$ cat config.mk
export PLATFORM = sky130hd
export DESIGN_NAME = tis_any_port_arbiter
export DESIGN_NICKNAME = d
export VERILOG_FILES = /design/src/rtl/tis_any_port_arbiter_pkg.sv /design/src/rtl/tis_rr_picker.sv /design/src/rtl/tis_any_port_arbiter.sv
export SDC_FILE = /design/constraint.sdc
export NUM_CORES = 1
export LEC_CHECK = 0
export BUFFER_PORTS_ARGS = -buffer_cell sky130_fd_sc_hd__buf_2
export CORE_AREA = 2 2 72 74
export DETAILED_ROUTE_END_ITERATION = 12
export DIE_AREA = 0 0 74 76
export GPL_ROUTABILITY_DRIVEN = 1
export GPL_TIMING_DRIVEN = 0
export HOLD_SLACK_MARGIN = 0.06
export MAX_ROUTING_LAYER = met4
export PLACE_DENSITY = 0.71
export SLEW_MARGIN = 5
export SYNTH_ARGS = -nofsm -noshare
export SYNTH_HDL_FRONTEND = slang
export SYNTH_SLANG_ARGS = --single-unit
$ cat constraint.sdc
create_clock -name clk -period 1.95 [get_ports clk]
set_input_delay 0.2925 -clock clk [delete_from_list [all_inputs] [get_ports clk]]
set_output_delay 0.2925 -clock clk [all_outputs]
set_load 0.02 [all_outputs]
$ cat src/rtl/tis_any_port_arbiter_pkg.sv
`default_nettype none
// ============================================================================
// Module   : tis_defs (package)
// Purpose  : Shared definitions for the tis100 node link logic: neighbour
//            port indices, default word width and arbiter FSM encoding.
// Revision : 1.0 - initial release
// ============================================================================
package tis_defs;

  // Neighbour link indices as seen from a node
  localparam int PORT_LEFT  = 0;
  localparam int PORT_RIGHT = 1;
  localparam int PORT_UP    = 2;
  localparam int PORT_DOWN  = 3;

  // Port index width (four neighbours) and node word width
  localparam int PORT_IDX_W = 2;
  localparam int TIS_DATA_W = 11;

  // ANY/LAST read arbiter states
  typedef enum logic [1:0] {
    ST_IDLE  = 2'd0,
    ST_SERVE = 2'd1,
    ST_HOLD  = 2'd2
  } arb_state_t;

endpackage
`default_nettype wire

$ cat src/rtl/tis_rr_picker.sv
`default_nettype none
// ============================================================================
// Module   : tis_rr_picker
// Purpose  : Combinational picker: eligible mask + start pointer + mode ->
//            one-hot winner and its index. Fixed priority (lowest index) when
//            rr_mode = 0, otherwise first eligible index at/after ptr.
// Revision : 1.0 - initial release
// ============================================================================
module tis_rr_picker #(
  parameter int NPORTS = 4,
  parameter int IDXW   = 2
) (
  input  logic [NPORTS-1:0] eligible,
  input  logic [IDXW-1:0]   ptr,
  input  logic              rr_mode,
  output logic [NPORTS-1:0] grant,
  output logic [IDXW-1:0]   grant_idx,
  output logic              found
);

  int              w_start;
  logic [IDXW-1:0] w_j;

  // Scan ports starting at the pointer (or 0) and keep the first eligible one
  always_comb begin
    grant     = '0;
    grant_idx = '0;
    found     = 1'b0;
    w_j       = '0;
    w_start   = rr_mode ? int'(ptr) : 0;
    for (int k = 0; k < NPORTS; k++) begin
      w_j = IDXW'((w_start + k) % NPORTS);
      if (!found && eligible[w_j]) begin
        found      = 1'b1;
        grant[w_j] = 1'b1;
        grant_idx  = w_j;
      end
    end
  end

endmodule
`default_nettype wire

$ cat src/rtl/tis_any_port_arbiter.sv
`default_nettype none
// ============================================================================
// Module   : tis_any_port_arbiter
// Purpose  : Resolves ANY/LAST port reads for a tis100 node. Picks one
//            neighbour offer, hands its word to the node, acks only that
//            writer and records the direction for later LAST reads.
// Revision : 1.0 - initial release
// ============================================================================
module tis_any_port_arbiter
  import tis_defs::*;
#(
  parameter int NPORTS = 4,
  parameter int DATA_W = TIS_DATA_W,
  parameter int RR     = 0
) (
  input  logic                     clk,
  input  logic                     rst_n,
  input  logic [NPORTS-1:0]        src_valid,
  input  logic [NPORTS*DATA_W-1:0] src_data,
  output logic [NPORTS-1:0]        src_ack,
  input  logic                     rd_req,
  input  logic                     rd_last,
  output logic                     rd_valid,
  output logic [DATA_W-1:0]        rd_data,
  output logic [1:0]               rd_port,
  output logic                     last_valid,
  output logic [1:0]               last_port
);

  localparam logic RR_MODE = (RR != 0);

  arb_state_t              r_state;
  logic [PORT_IDX_W-1:0]   r_win;
  logic [NPORTS-1:0]       r_win_oh;
  logic [PORT_IDX_W-1:0]   r_ptr;
  logic [DATA_W-1:0]       r_word;
  logic                    r_nil;
  logic                    r_any;

  logic [NPORTS-1:0]       w_last_oh;
  logic [NPORTS-1:0]       w_elig;
  logic [NPORTS-1:0]       w_grant;
  logic [PORT_IDX_W-1:0]   w_idx;
  logic                    w_found;
  logic                    w_nil;
  logic [DATA_W-1:0]       w_word;

  // Eligible set: every offer for ANY, only the recorded direction for LAST
  always_comb begin
    w_last_oh = NPORTS'(1) << last_port;
    w_nil     = rd_last & ~last_valid;
    if (!rd_last)
      w_elig = src_valid;
    else if (last_valid)
      w_elig = src_valid & w_last_oh;
    else
      w_elig = '0;
    w_word = src_data[w_idx*DATA_W +: DATA_W];
  end

  tis_rr_picker #(
    .NPORTS (NPORTS),
    .IDXW   (PORT_IDX_W)
  ) u_picker (
    .eligible  (w_elig),
    .ptr       (r_ptr),
    .rr_mode   (RR_MODE),
    .grant     (w_grant),
    .grant_idx (w_idx),
    .found     (w_found)
  );

  // Grant FSM: capture the winner in IDLE, pulse the result in SERVE, and
  // wait in HOLD until the node releases its request
  always_ff @(posedge clk or negedge rst_n) begin
    if (!rst_n) begin
      r_state    <= ST_IDLE;
      r_win      <= '0;
      r_win_oh   <= '0;
      r_ptr      <= '0;
      r_word     <= '0;
      r_nil      <= 1'b0;
      r_any      <= 1'b0;
      src_ack    <= '0;
      rd_valid   <= 1'b0;
      rd_data    <= '0;
      rd_port    <= '0;
      last_valid <= 1'b0;
      last_port  <= '0;
    end else begin
      rd_valid <= 1'b0;
      src_ack  <= '0;
      case (r_state)
        ST_IDLE: begin
          if (rd_req) begin
            if (w_nil) begin
              r_nil   <= 1'b1;
              r_any   <= 1'b0;
              r_word  <= '0;
              r_state <= ST_SERVE;
            end else if (w_found) begin
              r_nil    <= 1'b0;
              r_any    <= ~rd_last;
              r_win    <= w_idx;
              r_win_oh <= w_grant;
              r_word   <= w_word;
              r_state  <= ST_SERVE;
            end
          end
        end
        ST_SERVE: begin
          rd_valid <= 1'b1;
          rd_data  <= r_word;
          if (!r_nil) begin
            rd_port <= r_win;
            src_ack <= r_win_oh;
            if (r_any) begin
              last_port  <= r_win;
              last_valid <= 1'b1;
              r_ptr      <= (r_win == PORT_IDX_W'(NPORTS - 1)) ? '0 : r_win + 1'b1;
            end
          end
          r_state <= ST_HOLD;
        end
        ST_HOLD: begin
          if (!rd_req)
            r_state <= ST_IDLE;
        end
        default: r_state <= ST_IDLE;
      endcase
    end
  end

endmodule
`default_nettype wire

# Yosys cells after proc, flatten, opt, wreduce, memory -nomap -nowiden
# Cells that the tools add are included.
# totals
regBits,42
input_bits,52
output_inout_bits,21
elab_cells,66
# classes
mul,1
n_eq_ne,5
n_shift,2
mux,27
bitwise_logic,6
reduce_logical,13
# op_table
operator,count
$shiftx A44 B7 Y11,1
$mux W11,2
$mux W4,5
$mux W2,7
$mux W1,11
$reduce_and A3 Y1,3
$mul A2 B4 Y6 const B,1
$pmux W2 S3,1
$and A4 B4 Y4,1
$ne A2 B2 Y1 const B,2
$not A1 Y1,4
$reduce_and A4 Y1,1
$shl A1 B2 Y4 const A,1
$logic_and A1 B1 Y1,3
$logic_not A1 Y1,3
$mux W3,1
$ne A3 B2 Y1 const B,1
$eq A2 B1 Y1 const B,1
$eq A2 B2 Y1 const B,1
$logic_not A2 Y1,1
$reduce_and A2 Y1,1
$reduce_bool A2 Y1,1
$and A1 B1 Y1,1

# Longest topological paths before layout
# Gate-level depths: netlist of run 1.
# depth
word_depth,18
depth_mapped,7
ltp_nobuf,5

# Cells and area by module
# From an unflattened synthesis of run 1, not the netlist that was laid out.
# unflattened
cells_unflattened,226
hier_area_um2,2555.0
# by_module_without_submodules
module,n_inst,cells_per_inst,area_per_inst_um2,seq_area_each_um2
tis_any_port_arbiter,1,150,2030.7,1101.1
tis_rr_picker,1,76,524.3,0.0

# Worst setup path before layout of run 1
# OpenSTA, ideal clock, no wires.
# synth_path
path_type,flip-flop to flip-flop
startpoint,reg last_port[0]
endpoint,reg r_word[10]
setup_ps,122
arrival_time_ps,1780
path_slack_ps,49
path_stages_with_launch,7
synth_period_minus_slack_ps,1901
path_cell_list,dfrtp_1 > mux2i_1 > o22a_1 > o21ai_2 > buf_6 > or3_1 > a32o_1
# synth_between
elab_chain_len,18
word_cells_on_any_way,23
cone_classes,mul (1); shift (2); mux (11); bitwise (1); reduce/logical (8)
# synth_rtl
element,line,source
start: declaration,tis_any_port_arbiter.sv:27,output logic [1:0] last_port
start signal: assignment,tis_any_port_arbiter.sv:118,last_port <= r_win;
$shl A1 B2 Y4 *,tis_any_port_arbiter.sv:50,w_last_oh = NPORTS'(1) << last_port;
$and A4 B4 Y4 *,tis_any_port_arbiter.sv:55,w_elig = src_valid & w_last_oh;
$mux W4 *,tis_any_port_arbiter.sv:54,else if (last_valid)
$mux W4 *,tis_any_port_arbiter.sv:52,if (!rd_last)
$mux W1,tis_rr_picker.sv:33,if (!found && eligible[w_j]) begin
$logic_not A1 Y1,tis_rr_picker.sv:33,
$logic_and A1 B1 Y1,tis_rr_picker.sv:33,
$mux W1,tis_rr_picker.sv:33,
(+2 left out),n/a,
$mux W1,tis_rr_picker.sv:33,
$logic_not A1 Y1,tis_rr_picker.sv:33,
$logic_and A1 B1 Y1,tis_rr_picker.sv:33,
$mux W2,tis_rr_picker.sv:33,
$mul A2 B4 Y6,tis_any_port_arbiter.sv:58,w_word = src_data[w_idx*DATA_W +: DATA_W];
$shiftx A44 B7 Y11,tis_any_port_arbiter.sv:58,
$mux W11,tis_any_port_arbiter.sv:101,end else if (w_found) begin
$mux W11,tis_any_port_arbiter.sv:96,if (w_nil) begin
end signal: assignment,tis_any_port_arbiter.sv:106,r_word <= w_word;
end: declaration,tis_any_port_arbiter.sv:36,logic [DATA_W-1:0] r_word;
# Every way passes the cells marked *; elsewhere a longest branch is shown, timed or not. The select of a mux whose other input is x is not followed.
# A chain may end at the register's enable or synchronous reset.

# Worst setup path in the final report of run 1
# layout_path
startpoint,reg last_port[0]
endpoint,reg r_word[8]
# Same word-level chain as after synthesis.

==> out/qor.txt, run 1 <==
Met3 wire len -> 299 µm
Synthesized area per cell -> 9.284 µm²
Fin crit share -> 0.9807
Post-Synth Simple-Gate Area -> 0.2326
Total GRT Usage -> 0.2214
Post-route setup slack -> 0.03760 ns
Complex-gate fraction of the synthesized area -> 0.2051
Yosys warns -> 0
Crit Reg-Reg Endpoint -> r_word[8]
CP endpoint -> r_word[8]
Leakage power -> 1.375 nW
Count of cell types in the netlist -> 36
Most common flop cell mapped by yosys -> dfrtp_1
Total gr overflow -> 0
#FFs+latches synth -> 42
Async S/R FF share, synth -> 1.000
Routed wire per std cell -> 15.07 µm
I/O pins -> 73
Worst EP arrival -> 2.10 ns
Bufs on Longest Clock Path -> 2
Clock transition at path regs -> 0.08 ns
Cells on worst reg2reg path -> 6
PortBufs -> 72
Max_slew headroom -> 0.3815
Worst Clk Skew -> 0.005870 ns
Filler instances -> 453
DP HPWL -> 4159 µm
GPL Wtd Cong -> 0.8195
TritonCTS Sinks -> 42
Die H -> 76 µm
Synth Area in Adders -> 0
Setup Slack @ Placement -> -0.08090 ns
First-pass GRT wire length -> 9287 µm
Top Layer Used -> met4
CP Capture Type -> register
Fmax -> 522.9 MHz
Initial Utilization -> 0.4272
Area grow syn2layout -> 34.05%
Endpoints failing setup -> 0
Final ANT Viol Nets -> 0
1st-iter DRT viols -> 159
Horiz. Die Dim -> 74 µm
Max-Cap Viols -> 0
Initial antenna violation count -> 0
PD cells -> 1326 nW/µm²
Diode count -> 0
Post-CTS Hold Buffers -> 0
Routed vias/inst -> 5.292
H-tree levels -> 2
Mux contribution to synthesized area -> 0.02087
Max-slew violations -> 0
Cells after synthesis -> 226
Die footprint -> 5624 µm²
Net Count, Synth -> 278
Count of final hold-check violations -> 0
Clock root buffer -> clkbuf_8
Status -> complete, no violations
Flop-to-flop setup slack -> 0.04 ns
Startpoint class of the critical path -> register
TritonRoute pass-1 iters -> 4
Setup TNS -> 0 ns
# DRC -> 0
Most common cell after layout, fill and taps aside -> buf_2
CTS tree -> yes
Wl on met1 -> 2437 µm
Crit-path max FO -> 7
Final Net Count -> 364
Worst hold slack -> 0.1271 ns
Seq/Total Area, Yosys -> 0.5009
Commonest cells after routing, fill and taps aside -> buf_2, nand2_1, dfrtp_1, o21ai_0, nor3_1
# rows -> 26
Vias post-DR -> 2027
Layout cell share with drive strength beyond 1 -> 0.3962
Crit path kind -> reg2reg
RR Startpoint -> last_port[0]
Critical path origin -> last_port[0]
Core Region -> 4912 µm²
CTS buffer count -> 5
RSZ-0062 raised after global routing -> yes
Number of flops mapped to enable cells by yosys -> 0
Worst-Margin Slew -> 0.9278 ns
Clock Latency Late Sink -> 0.30 ns
DR WL met2 -> 2902 µm
Largest family of logic cells by synthesized area -> simple AND/OR/NAND/NOR gates
Detailed Route WL -> 5770 µm
Vias in the first global route -> 1958
Minimum clock period -> 1.912 ns
Worst VDD drop -> 576.1 µV
Critical Path RT -> 2.14 ns
Worst hold path class -> in2async
XOR/XNOR Fraction of Synth Area -> 0
Mapped cell area -> 2098 µm²
Largest net degree at the start of global routing -> 43
[cells in the mapped netlist (all sizes together) (3+ instances only)]
| library cell | n | area share |
|---|---|---|
| a31oi | 11 | 0.033 |
| a32o | 11 | 0.052 |
| and2 | 4 | 0.012 |
| buf | 7 | 0.022 |
| clkbuf | 6 | 0.011 |
| dfrtp | 42 | 0.50 |
| inv | 4 | 0.0072 |
| mux2 | 3 | 0.016 |
| nand2 | 64 | 0.11 |
| nand2b | 3 | 0.0089 |
| nor2 | 9 | 0.017 |
| nor3 | 11 | 0.026 |
| o21ai | 21 | 0.055 |
| or3 | 11 | 0.033 |
[state kept, by name, indices dropped and copies added, names as in the netlist]
name / flops
r_word: 11
r_win: 2
rd_valid: 1
rd_port: 2
last_port: 2
r_nil: 1
src_ack: 4
r_any: 1
r_state: 2
last_valid: 1
rd_data: 11
r_win_oh: 4
[worst max-delay path, cell delays in order, from the launching register on]
cell and delay [ns]:
dfrtp_2 0.46, and3b_2 0.30, o21a_4 0.19, o21ai_4 0.09, buf_6 0.14, or3_1 0.35
a32o_1 0.26
[layout make-up]
class | instances | area [µm²] | area share
sequential | 42 | 1055 | 0.3750
multi-input combinational | 167 | 1049 | 0.3728
clock inverter | 1 | 5.005 | 0.001779
inverter | 4 | 15.01 | 0.005338
buffer | 13 | 81.33 | 0.02891
tap | 70 | 87.58 | 0.03114
clock buffer | 7 | 86.33 | 0.03069
timing repair buffer | 79 | 434.2 | 0.1544
[through the flow]
stage            util  total power [mW]  cells  area (µm²)
6_report       0.5726             3.730    383        2813
5_1_grt        0.5726             3.987    383        2813
4_1_cts        0.5387             3.548    376        2646
3_5_place_dp   0.5183             2.966    368        2546
3_3_place_gp   0.5183             2.919    368        2546
2_1_floorplan       -             2.460    226        2098
[repair_timing]
| item | 4_1_cts | 5_1_grt |
|---|---|---|
| gates resized for setup | 4 | 26 |
| setup endpoints to repair | 11 | 16 |
| cloned | 0 | 2 |
| setup buffers | 0 | 5 |
| pin swaps | 0 | 7 |
| endpoints found under the hold margin | 0 | 0 |
[kinds of logic after synthesis]
logic type,after synthesis
simple gates,107
buf+inv,17
compound gates,56
mux,4
flops,42
[power breakdown]
group,internal (mW),switching (mW)
clock,0.285,0.287
sequential,1.23,0.214
combinational,0.727,0.992
total,2.24,1.49
[metal layers]
layer / up-vias / GRT usage
met5: - / -
met4: 0 / 0.08545
met3: 13 / 0.03571
met2: 62 / 0.3438
met1: 984 / 0.2888
li1: 968 / -
[worst min-delay path by stage]
stage / slack (ns) / endpoint / cells after the start / startpoint
floorplan: -0.003 / last_port[0] / 0 / rst_n
finish: 0.13 / rd_data[9] / 1 / rst_n
CTS: 0.17 / src_ack[0] / 1 / rst_n
global placement: 0.45 / rd_data[0] / 2 / r_word[0]
detailed placement: 0.46 / rd_data[3] / 2 / rd_data[3]
global route: 0.21 / rd_valid / 1 / rst_n
Power figures use the tool's default switching activity.
==> run 2: changes to the inputs <==
RECOVER_POWER = 25   (was unset)
==> run 2 against run 1 <==
  * Sequential share of layout area is the same
  * Global-route usage is the same
  * Non-clock buffer count is the same
  * Utilization is the same
  * Total power is essentially flat
  * Clock power is essentially flat
  * Clock skew is the same
  * Fmax is the same
  * Critical path depth is the same
  * Combinational power is essentially flat
  * Largest cell class unchanged
  * Hold slack gained 0.037 ns
  * Wire length is the same
  * Critical endpoint unchanged
==> out/qor.txt, run 2 (same netlist as run 1, synthesis figures left out) <==
GRT busiest layer -> met2
Initial antenna violation count -> 0 (unchanged)
Placed Cells -> 368 (unchanged)
# rows -> 26 (unchanged)
Minimum clock period -> 1.912 ns (unchanged)
Worst hold path class -> in2async
# DRC -> 0 (unchanged)
Final Net Count -> 364 (unchanged)
Biggest regs -> r_word: 11 flops, rd_data: 11 flops
Worst VDD drop -> 576.1 µV (about the same)
Crit-path max FO -> 7 (unchanged)
Largest net degree at the start of global routing -> 43 (unchanged)
Endpoints failing setup -> 0 (unchanged)
I/O pins -> 73 (unchanged)
Met3 usage -> 0.03571 (unchanged)
1st-iter DRT viols -> 159 (unchanged)
Fin crit share -> 0.9807 (unchanged)
Fin cells -> 383 (unchanged)
Die footprint -> 5624 µm² (unchanged)
Initial Utilization -> 0.4272 (unchanged)
Setup Slack @ Placement -> -0.08090 ns (unchanged)
Total GRT Usage -> 0.2214 (unchanged)
RSZ-0062 raised after global routing -> yes
Worst EP arrival -> 2.10 ns (about the same)
Layout cell share with drive strength beyond 1 -> 0.3962 (unchanged)
Vias in the first global route -> 1958 (unchanged)
Critical Path RT -> 2.14 ns (about the same)
TritonCTS Sinks -> 42 (unchanged)
Worst hold slack -> 0.1637 ns (+0.03659 ns)
CTS tree -> yes
PD cells -> 1326 nW/µm² (about the same)
Sequential Area -> 1055 µm² (unchanged)
Max_slew headroom -> 0.3077 (-0.07377)
Met1 Use GR -> 0.2888 (unchanged)
Clock transition at path regs -> 0.08 ns (about the same)
Clock root buffer -> clkbuf_8
Max-slew violations -> 0 (unchanged)
Total gr overflow -> 0 (unchanged)
Core Region -> 4912 µm² (unchanged)
Cells on worst reg2reg path -> 6 (unchanged)
Routed wire per std cell -> 15.07 µm (unchanged)
PortBufs -> 72 (unchanged)
Diode count -> 0 (unchanged)
Bufs on Longest Clock Path -> 2 (unchanged)
H-tree levels -> 2 (unchanged)
Count of final hold-check violations -> 0 (unchanged)
Flop-to-flop setup slack -> 0.04 ns (about the same)
DP HPWL -> 4159 µm (unchanged)
Crit path kind -> reg2reg
CTS buffer count -> 5 (unchanged)
Commonest cells after routing, fill and taps aside -> buf_2, nand2_1, dfrtp_1, o21ai_0, nor3_1
Critical path origin -> last_port[0]
Startpoint class of the critical path -> register
Most common cell after layout, fill and taps aside -> buf_2
Clock Latency Late Sink -> 0.30 ns (about the same)
Max-Cap Viols -> 0 (unchanged)
Area grow syn2layout -> 34.05% (unchanged)
Worst-Margin Slew -> 1.038 ns (+0.1107 ns)
Fmax -> 522.9 MHz (unchanged)
GPL Wtd Cong -> 0.8195 (unchanged)
Status -> complete, no violations
Post-route setup slack -> 0.03760 ns (unchanged)
Dpl cell area -> 2546 µm² (unchanged)
Final ANT Viol Nets -> 0 (unchanged)
Leakage power -> 1.375 nW (about the same)
RR Startpoint -> last_port[0]
TritonRoute pass-1 iters -> 4 (unchanged)
Design Area, Final -> 2813 µm² (unchanged)
Detailed Route WL -> 5770 µm (unchanged)
Worst Clk Skew -> 0.005870 ns (unchanged)
Routed vias/inst -> 5.292 (unchanged)
Filler instances -> 453 (unchanged)
CP Capture Type -> register
First-pass GRT wire length -> 9287 µm (unchanged)
Die H -> 76 µm (unchanged)
Horiz. Die Dim -> 74 µm (unchanged)
Area occupied by multi-input gates -> 1049 µm² (unchanged)
Vias post-DR -> 2027 (unchanged)
Crit Reg-Reg Endpoint -> r_word[8]
Met2 GRT Util -> 0.3438 (unchanged)
==> run 2: metal layers <==
metal | part of all wire | up-vias
met5 | 0 | -
met4 | 0.023 | 0
met3 | 0.052 | 13
met2 | 0.50 | 62
met1 | 0.42 | 984
li1 | - | 968
==> run 2: worst max-delay path, cell delays in order (launching register included) <==
cell and delay, ns:
dfrtp_2 0.46, and3b_2 0.30, o21a_4 0.19, o21ai_4 0.09
buf_6 0.14, or3_1 0.35, a32o_1 0.26
==> run 2: repair_timing <==
item | CTS | global route
resized for setup | 4 | 26
hold endpoints to repair | 0 | 0
setup endpoints to repair | 11 | 16
gates cloned | 0 | 2
pin swaps | 0 | 7
hold buffers | 0 | 0
setup buffers | 0 | 5
==> run 2: report_power, final <==
part / internal [mW] / total, mW / switching (mW)
clock network: 0.285 / 0.573 / 0.287
logic: 0.727 / 1.72 / 0.992
registers: 1.23 / 1.44 / 0.214
==> run 2: metrics by stage <==
step | power, mW | utilization | TNS, ns
final | 3.730 | 0.5726 | 0
after global routing | 3.987 | 0.5726 | -0.1276
after CTS | 3.548 | 0.5387 | 0
after detailed placement | 2.966 | 0.5183 | -0.5824
after global placement | 2.919 | 0.5183 | -0.3416
after floorplan | 2.460 | - | 0
==> run 2: final cells by class <==
cell class                      instances  area share
Clock buffer                            7     0.03069
Tap cell                               70     0.03114
Buffer                                 13     0.02891
Clock inverter                          1    0.001779
Sequential cell                        42      0.3750
Inverter                                4    0.005338
Multi-Input combinational cell        167      0.3728
Timing Repair Buffer                   79      0.1544
==> run 2: worst max path at each step <==
stage / endpoint / slack, ns
floorplan: r_word[10] / 0.05
global placement: r_word[7] / -0.04
detailed placement: r_word[6] / -0.08
CTS: r_word[4] / 0.0008
global route: r_word[5] / -0.03
finish: r_word[8] / 0.04
